<file path="config.mk">
export PLATFORM = sky130hd
export DESIGN_NAME = imem_uart_loader
export DESIGN_NICKNAME = d
export VERILOG_FILES = /design/src/rtl/imem_uart_loader.sv
export SDC_FILE = /design/constraint.sdc
export NUM_CORES = 1
export LEC_CHECK = 0
export BUFFER_PORTS_ARGS = -buffer_cell sky130_fd_sc_hd__buf_2
export CAP_MARGIN = 20
export CORE_MARGIN = 3
export CORE_UTILIZATION = 53
export CTS_CLUSTER_SIZE = 30
export DETAILED_ROUTE_END_ITERATION = 8
export PLACE_DENSITY = 0.78
export REMOVE_ABC_BUFFERS = 1
export SLEW_MARGIN = 25
export SYNTH_ARGS = -nofsm -noshare
export SYNTH_HDL_FRONTEND = slang
export SYNTH_SLANG_ARGS = --single-unit
</file>
<file path="constraint.sdc">
create_clock -name clk -period 4.2 [get_ports clk]
set_input_delay 0.42 -clock clk [delete_from_list [all_inputs] [get_ports clk]]
set_output_delay 0.42 -clock clk [all_outputs]
set_load 0.03 [all_outputs]
</file>
<file path="src/rtl/imem_uart_loader.sv">
// imem_uart_loader
//   Loads a program image received over UART into the CPU instruction RAM
//   and holds the CPU in reset while the load is in progress.
//   Frame: 0xA5, LEN_LO, LEN_HI (N words), N x 4 little-endian data bytes,
//   then one checksum byte equal to the XOR of all 4N data bytes.
// Ports
//   clk         system clock, rising edge
//   rst         asynchronous active-high reset
//   uart_rx     serial input, 8N1, LSB first, idle high, asynchronous to clk
//   load_en     level; rising edge starts a load, falling edge aborts/ends it
//   mem_addr    instruction memory word address
//   mem_wdata   instruction word to write
//   mem_wren    one-cycle write strobe
//   cpu_hold    high = keep the CPU in reset
//   busy        high while a frame is being received
//   done        image loaded and checksum matched
//   err         sticky: framing, bad length, bad checksum or abort
//   word_count  words written in the current/last load
module imem_uart_loader #(
  parameter int CLK_HZ = 50_000_000,
  parameter int BAUD   = 115200,
  parameter int ADDR_W = 11
) (
  input  logic              clk,
  input  logic              rst,
  input  logic              uart_rx,
  input  logic              load_en,
  output logic [ADDR_W-1:0] mem_addr,
  output logic [31:0]       mem_wdata,
  output logic              mem_wren,
  output logic              cpu_hold,
  output logic              busy,
  output logic              done,
  output logic              err,
  output logic [ADDR_W:0]   word_count
);

  localparam int CPB   = CLK_HZ / BAUD;
  localparam int HALF  = CPB / 2;
  localparam int CNT_W = (CPB > 2) ? $clog2(CPB) : 1;
  localparam int WC_W  = ADDR_W + 1;
  localparam logic [16:0] MAX_LEN = 17'(1 << ADDR_W);
  localparam logic [7:0]  SYNC_BYTE = 8'hA5;

  // ---------------------------------------------------------------------
  // UART receiver
  // ---------------------------------------------------------------------
  typedef enum logic [1:0] {RX_IDLE, RX_START, RX_DATA, RX_STOP} rx_state_t;

  rx_state_t        rx_state, rx_state_n;
  logic             rx_sync_p0, rx_sync_p1, rx_sync_p2;
  logic [CNT_W-1:0] rx_cnt, rx_cnt_n;
  logic [2:0]       rx_bit, rx_bit_n;
  logic [7:0]       rx_shift, rx_shift_n;
  logic             rx_valid, rx_valid_n;
  logic             rx_ferr, rx_ferr_n;
  logic [7:0]       rx_byte;

  // rx_sync_p1 is the synchronised line; rx_sync_p2 is its previous value
  // and is used only for falling-edge detection.
  always_ff @(posedge clk or posedge rst) begin
    if (rst) begin
      rx_sync_p0 <= 1'b1;
      rx_sync_p1 <= 1'b1;
      rx_sync_p2 <= 1'b1;
      rx_state   <= RX_IDLE;
      rx_cnt     <= '0;
      rx_bit     <= '0;
      rx_shift   <= '0;
      rx_valid   <= 1'b0;
      rx_ferr    <= 1'b0;
    end else begin
      rx_sync_p0 <= uart_rx;
      rx_sync_p1 <= rx_sync_p0;
      rx_sync_p2 <= rx_sync_p1;
      rx_state   <= rx_state_n;
      rx_cnt     <= rx_cnt_n;
      rx_bit     <= rx_bit_n;
      rx_shift   <= rx_shift_n;
      rx_valid   <= rx_valid_n;
      rx_ferr    <= rx_ferr_n;
    end
  end

  always_comb begin
    rx_state_n = rx_state;
    rx_cnt_n   = rx_cnt;
    rx_bit_n   = rx_bit;
    rx_shift_n = rx_shift;
    rx_valid_n = 1'b0;
    rx_ferr_n  = 1'b0;
    case (rx_state)
      RX_IDLE: begin
        if (rx_sync_p2 && !rx_sync_p1) begin
          rx_state_n = RX_START;
          rx_cnt_n   = CNT_W'(HALF - 1);
        end
      end
      RX_START: begin
        // Re-check the line half a bit later to reject short glitches.
        if (rx_cnt == '0) begin
          if (!rx_sync_p1) begin
            rx_state_n = RX_DATA;
            rx_cnt_n   = CNT_W'(CPB - 1);
            rx_bit_n   = 3'd0;
          end else begin
            rx_state_n = RX_IDLE;
          end
        end else begin
          rx_cnt_n = rx_cnt - CNT_W'(1);
        end
      end
      RX_DATA: begin
        if (rx_cnt == '0) begin
          rx_shift_n = {rx_sync_p1, rx_shift[7:1]};
          rx_cnt_n   = CNT_W'(CPB - 1);
          if (rx_bit == 3'd7) rx_state_n = RX_STOP;
          else                rx_bit_n   = rx_bit + 3'd1;
        end else begin
          rx_cnt_n = rx_cnt - CNT_W'(1);
        end
      end
      RX_STOP: begin
        // Back to idle mid stop bit so the next start edge is never missed.
        if (rx_cnt == '0) begin
          rx_valid_n = rx_sync_p1;
          rx_ferr_n  = !rx_sync_p1;
          rx_state_n = RX_IDLE;
        end else begin
          rx_cnt_n = rx_cnt - CNT_W'(1);
        end
      end
      default: rx_state_n = RX_IDLE;
    endcase
  end

  assign rx_byte = rx_shift;

  // ---------------------------------------------------------------------
  // Frame parser / memory writer
  // ---------------------------------------------------------------------
  typedef enum logic [2:0] {
    S_IDLE, S_SYNC, S_LEN_LO, S_LEN_HI, S_DATA, S_CSUM, S_DONE, S_ERROR
  } state_t;

  state_t          state, state_n;
  logic            load_q;
  logic [7:0]      len_lo;
  logic [15:0]     len_full;
  logic            len_bad;
  logic [WC_W-1:0] n_words;
  logic [WC_W-1:0] wc_inc;
  logic [1:0]      byte_idx;
  logic [23:0]     word_buf;
  logic [7:0]      csum;
  logic            active;
  logic            start_load;
  logic            abort;
  logic            byte_ok;

  assign active     = (state == S_SYNC) || (state == S_LEN_LO) || (state == S_LEN_HI) ||
                      (state == S_DATA) || (state == S_CSUM);
  assign start_load = (state == S_IDLE) && load_en && !load_q;
  assign abort      = active && !load_en;
  assign byte_ok    = rx_valid && !abort;
  assign len_full   = {rx_byte, len_lo};
  assign len_bad    = (len_full == 16'd0) || ({1'b0, len_full} > MAX_LEN);
  assign wc_inc     = word_count + WC_W'(1);

  assign busy     = active;
  assign cpu_hold = active || (state == S_ERROR);

  always_comb begin
    state_n = state;
    case (state)
      S_IDLE:   if (start_load) state_n = S_SYNC;
      S_SYNC:   if (rx_valid && rx_byte == SYNC_BYTE) state_n = S_LEN_LO;
      S_LEN_LO: if (rx_valid) state_n = S_LEN_HI;
      S_LEN_HI: if (rx_valid) state_n = len_bad ? S_ERROR : S_DATA;
      S_DATA:   if (rx_valid && byte_idx == 2'd3 && wc_inc == n_words) state_n = S_CSUM;
      S_CSUM:   if (rx_valid) state_n = (rx_byte == csum) ? S_DONE : S_ERROR;
      S_DONE:   if (!load_en) state_n = S_IDLE;
      S_ERROR:  if (!load_en) state_n = S_IDLE;
      default:  state_n = S_IDLE;
    endcase
    if (active && rx_ferr) state_n = S_ERROR;
    // Dropping load_en mid-frame wins over anything the receiver reports.
    if (abort) state_n = S_IDLE;
  end

  always_ff @(posedge clk or posedge rst) begin
    if (rst) begin
      state      <= S_IDLE;
      load_q     <= 1'b0;
      len_lo     <= '0;
      n_words    <= '0;
      byte_idx   <= '0;
      word_buf   <= '0;
      csum       <= '0;
      word_count <= '0;
      mem_addr   <= '0;
      mem_wdata  <= '0;
      mem_wren   <= 1'b0;
      done       <= 1'b0;
      err        <= 1'b0;
    end else begin
      state    <= state_n;
      load_q   <= load_en;
      mem_wren <= 1'b0;
      if (start_load) begin
        err        <= 1'b0;
        done       <= 1'b0;
        word_count <= '0;
        csum       <= '0;
        byte_idx   <= '0;
      end
      if (byte_ok) begin
        case (state)
          S_LEN_LO: len_lo  <= rx_byte;
          S_LEN_HI: n_words <= len_full[ADDR_W:0];
          S_DATA: begin
            csum     <= csum ^ rx_byte;
            byte_idx <= byte_idx + 2'd1;
            if (byte_idx == 2'd3) begin
              mem_wren   <= 1'b1;
              mem_addr   <= word_count[ADDR_W-1:0];
              mem_wdata  <= {rx_byte, word_buf};
              word_count <= wc_inc;
            end else begin
              // After three bytes word_buf holds {b2, b1, b0}.
              word_buf <= {rx_byte, word_buf[23:8]};
            end
          end
          default: ;
        endcase
      end
      if (abort || (state_n == S_ERROR && state != S_ERROR)) err <= 1'b1;
      if (state == S_CSUM && state_n == S_DONE) done <= 1'b1;
    end
  end

endmodule

</file>
=== Word-level counts from Yosys, hierarchy flattened ===
Index checks and enable logic that the tools add are counted.

* Reduce and logical (&&, ||, !) cells: 38
* Bitwise operators: 2
* Eq/ne operators: 27
* $lt $le $gt $ge: 1
* Muxes and demuxes: 50
* $add $sub $neg: 4

{| class="wikitable"
|+ Operators with widths
! operator !! count
|-
| two-way mux 12 bit || 4
|-
| two-way mux 9 bit || 5
|-
| two-way mux 3 bit || 13
|-
| one-hot mux 9 bit (4 select lines) || 1
|-
| two-way mux 8 bit || 3
|-
| == test 3 bit (second input constant) || 7
|-
| one-hot mux 3 bit (7 select lines) || 1
|-
| two-way mux 2 bit || 10
|-
| > comparator 16 x 12 -> 1 bit (second input constant) || 1
|-
| logical NOT 16 bit || 1
|-
| != test 2 bit (second input constant) || 8
|-
| adder 12 x 1 -> 12 bit (second input constant) || 1
|-
| == test 12 bit || 1
|-
| logical AND 1 bit || 11
|-
| two-way mux 1 bit || 11
|-
| AND reduction 5 bit || 2
|-
| logical NOT 9 bit || 1
|-
| AND reduction 3 bit || 3
|-
| subtractor 9 x 1 -> 9 bit (second input constant) || 1
|-
| == test 8 bit || 1
|-
| == test 8 bit (second input constant) || 1
|-
| one-hot mux 2 bit (4 select lines) || 1
|-
| bitwise XOR 8 bit || 1
|-
| logical OR 1 bit || 7
|-
| 15 further kinds || 26
|}

* Word-level logic and storage cells: 144
* Bits of input ports: 4
* Register bits: 143
* Output and inout port bits: 60

=== Depth between registers and ports, before layout ===
* Depth in word-level cells: 12
* Depth in mapped cells: 9
* Mapped depth without buffers: 8

=== Least setup slack after synthesis ===
No wires, ideal clock.

* Kind: register to register
* Start: reg word_count[3]
* End: reg state[0]
* Path buffers: 1
* Data arrival time: 1.959 ns
* Period minus slack after synthesis: 2.041 ns
* Cell stages (with the launch flop): 8
* Library setup time: 0.082 ns
* Setup slack: 2.159 ns
* Required time: 4.118 ns
* Path through: dfrtp_1 > clkbuf_1 > nand3_1 > nor3_1 > xnor2_1 > o211ai_1 > nor4_1 > a2bb2oi_1

* Word-level cells in the longest chain between the ends: 7

{| class="wikitable"
|+ RTL lines
! element !! line !! text
|-
| start: declaration || 35 || <nowiki>output logic [ADDR_W:0] word_count</nowiki>
|-
| start signal: assignment || 228 || <nowiki>word_count <= wc_inc;</nowiki>
|-
| adder 12 x 1 -> 12 bit || 168 || <nowiki>assign wc_inc = word_count + WC_W'(1);</nowiki>
|-
| == test 12 bit || 180 || <nowiki>S_DATA: if (rx_valid && byte_idx == 2'd3 && wc_inc == n_words) state_n = S_CSUM;</nowiki>
|-
| logical AND 1 bit || 180 ||
|-
| two-way mux 3 bit || 180 ||
|-
| one-hot mux 3 bit (7 select lines) || 175 || <nowiki>case (state)</nowiki>
|-
| two-way mux 3 bit || 186 || <nowiki>if (active && rx_ferr) state_n = S_ERROR;</nowiki>
|-
| two-way mux 3 bit || 188 || <nowiki>if (abort) state_n = S_IDLE;</nowiki>
|-
| named net state_n[0] || 146 || <nowiki>state_t state, state_n;</nowiki>
|-
| end signal: assignment || 207 || <nowiki>state <= state_n;</nowiki>
|-
| end: declaration || 146 ||
|}

The timed path passes the listed nets, and every way through them passes these cells.
A chain may end at the register's enable or synchronous reset.

=== Worst setup path after layout ===
* Start: reg state[2]
* End: reg word_buf[21]

* Word-level cells in the longest chain between the ends: 9
* Elaborated cells between the ends (all ways): 13
* Those cells by class: eq/ne: 5; reduce/logical: 8

{| class="wikitable"
|+ RTL lines
! element !! line !! text
|-
| == test 3 x 1 -> 1 bit / == test 3 x 2 -> 1 bit (equally long branches) || 161 || <nowiki>assign active = (state == S_SYNC) || (state == S_LEN_LO) || (state == S_LEN_HI) ||</nowiki>
|-
| logical OR 1 bit (3 in series) || 161 ||
|-
| logical OR 1 bit || 162 || <nowiki>(state == S_DATA) || (state == S_CSUM);</nowiki>
|-
| logical AND 1 bit || 164 || <nowiki>assign abort = active && !load_en;</nowiki>
|-
| logical NOT 1 bit || 165 || <nowiki>assign byte_ok = rx_valid && !abort;</nowiki>
|-
| logical AND 1 bit || 165 ||
|-
| AND reduction 3 bit (no source line) * || -- ||
|-
| end signal: assignment || 231 || <nowiki>word_buf <= {rx_byte, word_buf[23:8]};</nowiki>
|-
| end: declaration || 154 || <nowiki>logic [23:0] word_buf;</nowiki>
|}

Mark *: on every way between the ends. The rest lies on a longest branch, timed or not.

==> results.md <==
- Crit share post-route: 0.593
- FMAX: 401 MHz
- Top-area cell type share of the netlist area: 0.524
- Average via count per standard cell: 5.58
- Antenna-violating nets left: 0
- Cells resized by post-CTS repair: 0
- Row count: 40
- Die height: 118 um
- Crit path max fanout: 25
- Met3 GRT Util: 0.0589
- Status: finished clean
- Via count: 5035
- Overflow after GRT: 0
- Die width: 118 um
- R2R setup slack: 1.71 ns
- Critical path class: reg2reg
- Clk slew on worst S/H paths: 0.06 ns
- Number of global-route vias before repair: 4960
- Slowest CP cell: dfrtp_1
- Die ar.: 14000 sq um
- GR Util met2: 0.330
- Clk_lat worst skew: 0.42 ns
- Final setup fails: 0
- Yosys warns: 0
- Worst-margin pin slew: 0.860 ns
- Final Hold Fails: 0
- Clk sinks: 143
- Root Buffer: clkbuf_16
- Leakage: 3.87 nW
- Worst VDD drop: 0.000347 V
- Min-Delay Endpoint: rx_sync_p0
- Worst Hold Class: in2reg
- Pre-Repair DR Iteration Count: 5
- Detail-routed net length per standard cell: 15.5 um
- Layout Area Growth over Synthesis: 13.9%
- Synth area leader: dfrtp_1
- RSZ-0062 raised after global routing: no
- Final core occ: 0.626
- Reg2reg start: state[2]
- Placer Congestion: 0.828
- Post-CTS Setup Repair Bufs: 0
- Crit path launch: state[2]
- WHS Path Cells: 1
- Peak per-stage delay on the critical path: 0.70 ns
- Proportion of layout cells with a drive suffix above 1: 0.221
- Endpoint class of the critical path: register
- #FFs+latches synth: 143
- Slew Limit Fails: 0
- DRT Wirelength: 14.0 mm
- Largest net degree at the start of global routing: 98
- Syn Std Cell Area: 6680 sq um
- Worst reg2reg path depth: 4
- Post-synth EDFFs: 0
- Layout Nets: 737
- Number of remaining DRC errors: 0
- CP startpoint kind: register
- Setup ws final: 1.71 ns
- Initial DRC count: 399
- Primary FF master, synth: dfrtp_1
- Port bufs: 63
- Syn Inst Count: 677
- TritonCTS Buffers: 17
- First-pass GRT wire length: 24.0 mm
- Post-DP HPWL: 9.23 mm
- CTS tree: yes
- Core ar.: 12200 sq um
- Pwr dens: 464 nW/um^2
- Share of flip-flops with an asynchronous set or reset after synthesis: 1.00
- Worst reg2reg path endpoint: word_buf[21]
- H-tree levels: 4
- Synth unique cells: 57
- Crit-path cells: and3_1 -> nand2_1 -> or2_2 -> mux2_2
- Hold path startpoint: uart_rx
- GRT Resource Usage Total: 0.210
- Initial core utilization: 0.550
- Post-CTS Hold Fix Bufs: 0
- Clock Skew: 0.00775 ns
- Min Clock Period, post-route: 2.49 ns
- Clock Path Buffers: 2
- Syn Area/Cell: 9.87 sq um
- GR peak layer: met2
- Dpl ws: 1.75 ns
- Initial antenna violation count: 0
- I/O Pins: 64
- Grt met1 use: 0.279
- ANT cells: 0
- Total negative slack: 0 ns
- Rel. slew slack: 0.422
- MaxCap Viol Count: 0
- WP data arrival: 2.80 ns
- Top post-synthesis cells by area: dfrtp_1, nand2_1, mux2_2
- Post-synthesis sequential area ratio: 0.536
- Crit path required time: 4.51 ns
## cell families (layout without fill, tap and decap cells)
family | count (synthesis) | after routing | synth area share
AOI/OAI and AO/OA | 101 | 101 | 0.0921
DFF | 143 | 143 | 0.536
xor gates and xnor gates | 25 | 25 | 0.0328
buffers and inverters | 59 | 116 | 0.0380
muxes | 51 | 51 | 0.0855
and+or+nand+nor | 287 | 287 | 0.195
adders and majority gates | 11 | 11 | 0.0202
## synth_stat cells, types with 9 or more instances
master / instances
nand2_1: 181
dfrtp_1: 140
o21ai_0: 51
mux2_2: 49
clkbuf_1: 25
nor2_1: 24
nand3_1: 22
inv_1: 18
xnor2_1: 18
a21oi_1: 14
nand2b_1: 14
ha_1: 10
nand4_1: 9
## per-layer routing
layer | vias up | share of wire
li1 | 2407 | -
met1 | 2452 | 0.45
met2 | 149 | 0.47
met3 | 27 | 0.063
met4 | 0 | 0.019
met5 | - | 0
## metrics by stage
| step | instance area [sq um] | hold slack [ns] | instances | power (mW) |
|---|---|---|---|---|
| 3_5_place_dp | 7070 | 0.350 | 872 | 2.16 |
| 5_1_grt | 7610 | 0.0817 | 902 | 3.72 |
| 4_1_cts | 7610 | 0.0830 | 902 | 3.56 |
| 2_1_floorplan | 6500 | 0.345 | 636 | 2.00 |
| 6_report | 7610 | 0.0911 | 902 | 3.53 |
| 3_3_place_gp | 7070 | 0.347 | 872 | 2.14 |
## flip-flops by register name (all words and copies together), names as in the netlist, 2 cells and up, named ones only
register,flops
byte_idx,2
csum,8
len_lo,8
mem_addr,11
mem_wdata,32
n_words,12
rx_bit,3
rx_byte,8
rx_cnt,9
state,3
word_buf,24
word_count,12
## where the power goes
part	total (mW)	leakage (nW)	switching, mW	internal (mW)
clock	1.38	0.258	0.578	0.806
sequential	1.55	1.96	0.0995	1.45
combinational	0.601	1.65	0.377	0.223
total	3.53	3.87	1.05	2.48
## placed cells by master, fill, tap and decap left out, drive strengths merged, types with 5 or more instances in the layout
cell type,Yosys,layout
a211oi,5,5
a21oi,14,14
and3,6,6
buf,16,68
clkbuf,25,17
clkinv,0,5
dfrtp,140,140
ha,10,10
inv,18,21
mux2,49,49
nand2,181,181
nand2b,14,14
nand3,22,22
nand4,9,9
nor2,25,25
nor3,8,8
nor4,7,7
o21ai,52,52
o31ai,8,8
xnor2,18,18
xor2,7,7
## critical path: cells and delay by family, from the launching register on
family / cells / cell delay (ns)
AND/OR/NAND/NOR: 3 / 1.31
multiplexers: 1 / 0.36
flip-flops: 1 / 0.70
## final cells by class
class | instances | area, sq um
repair buffers | 68 | 353
fillers | 1019 | 4550
well taps | 168 | 210
multi-input cells | 475 | 2850
flip-flops and latches | 143 | 3580
inverters | 18 | 72.6
clock buffers | 17 | 425
clock inverters | 13 | 115
## how the worst max path moves through the flow
stage,endpoint,slack [ns],depth (start not counted)
after floorplan,asynchronous set/reset pin,-0.05,1
after global placement,word_buf[11],1.85,4
after detailed placement,word_buf[21],1.75,4
after CTS,word_buf[21],1.73,4
after global routing,rx_bit[1],1.47,7
final,word_buf[21],1.71,4
(Power assumes the default switching activity.)
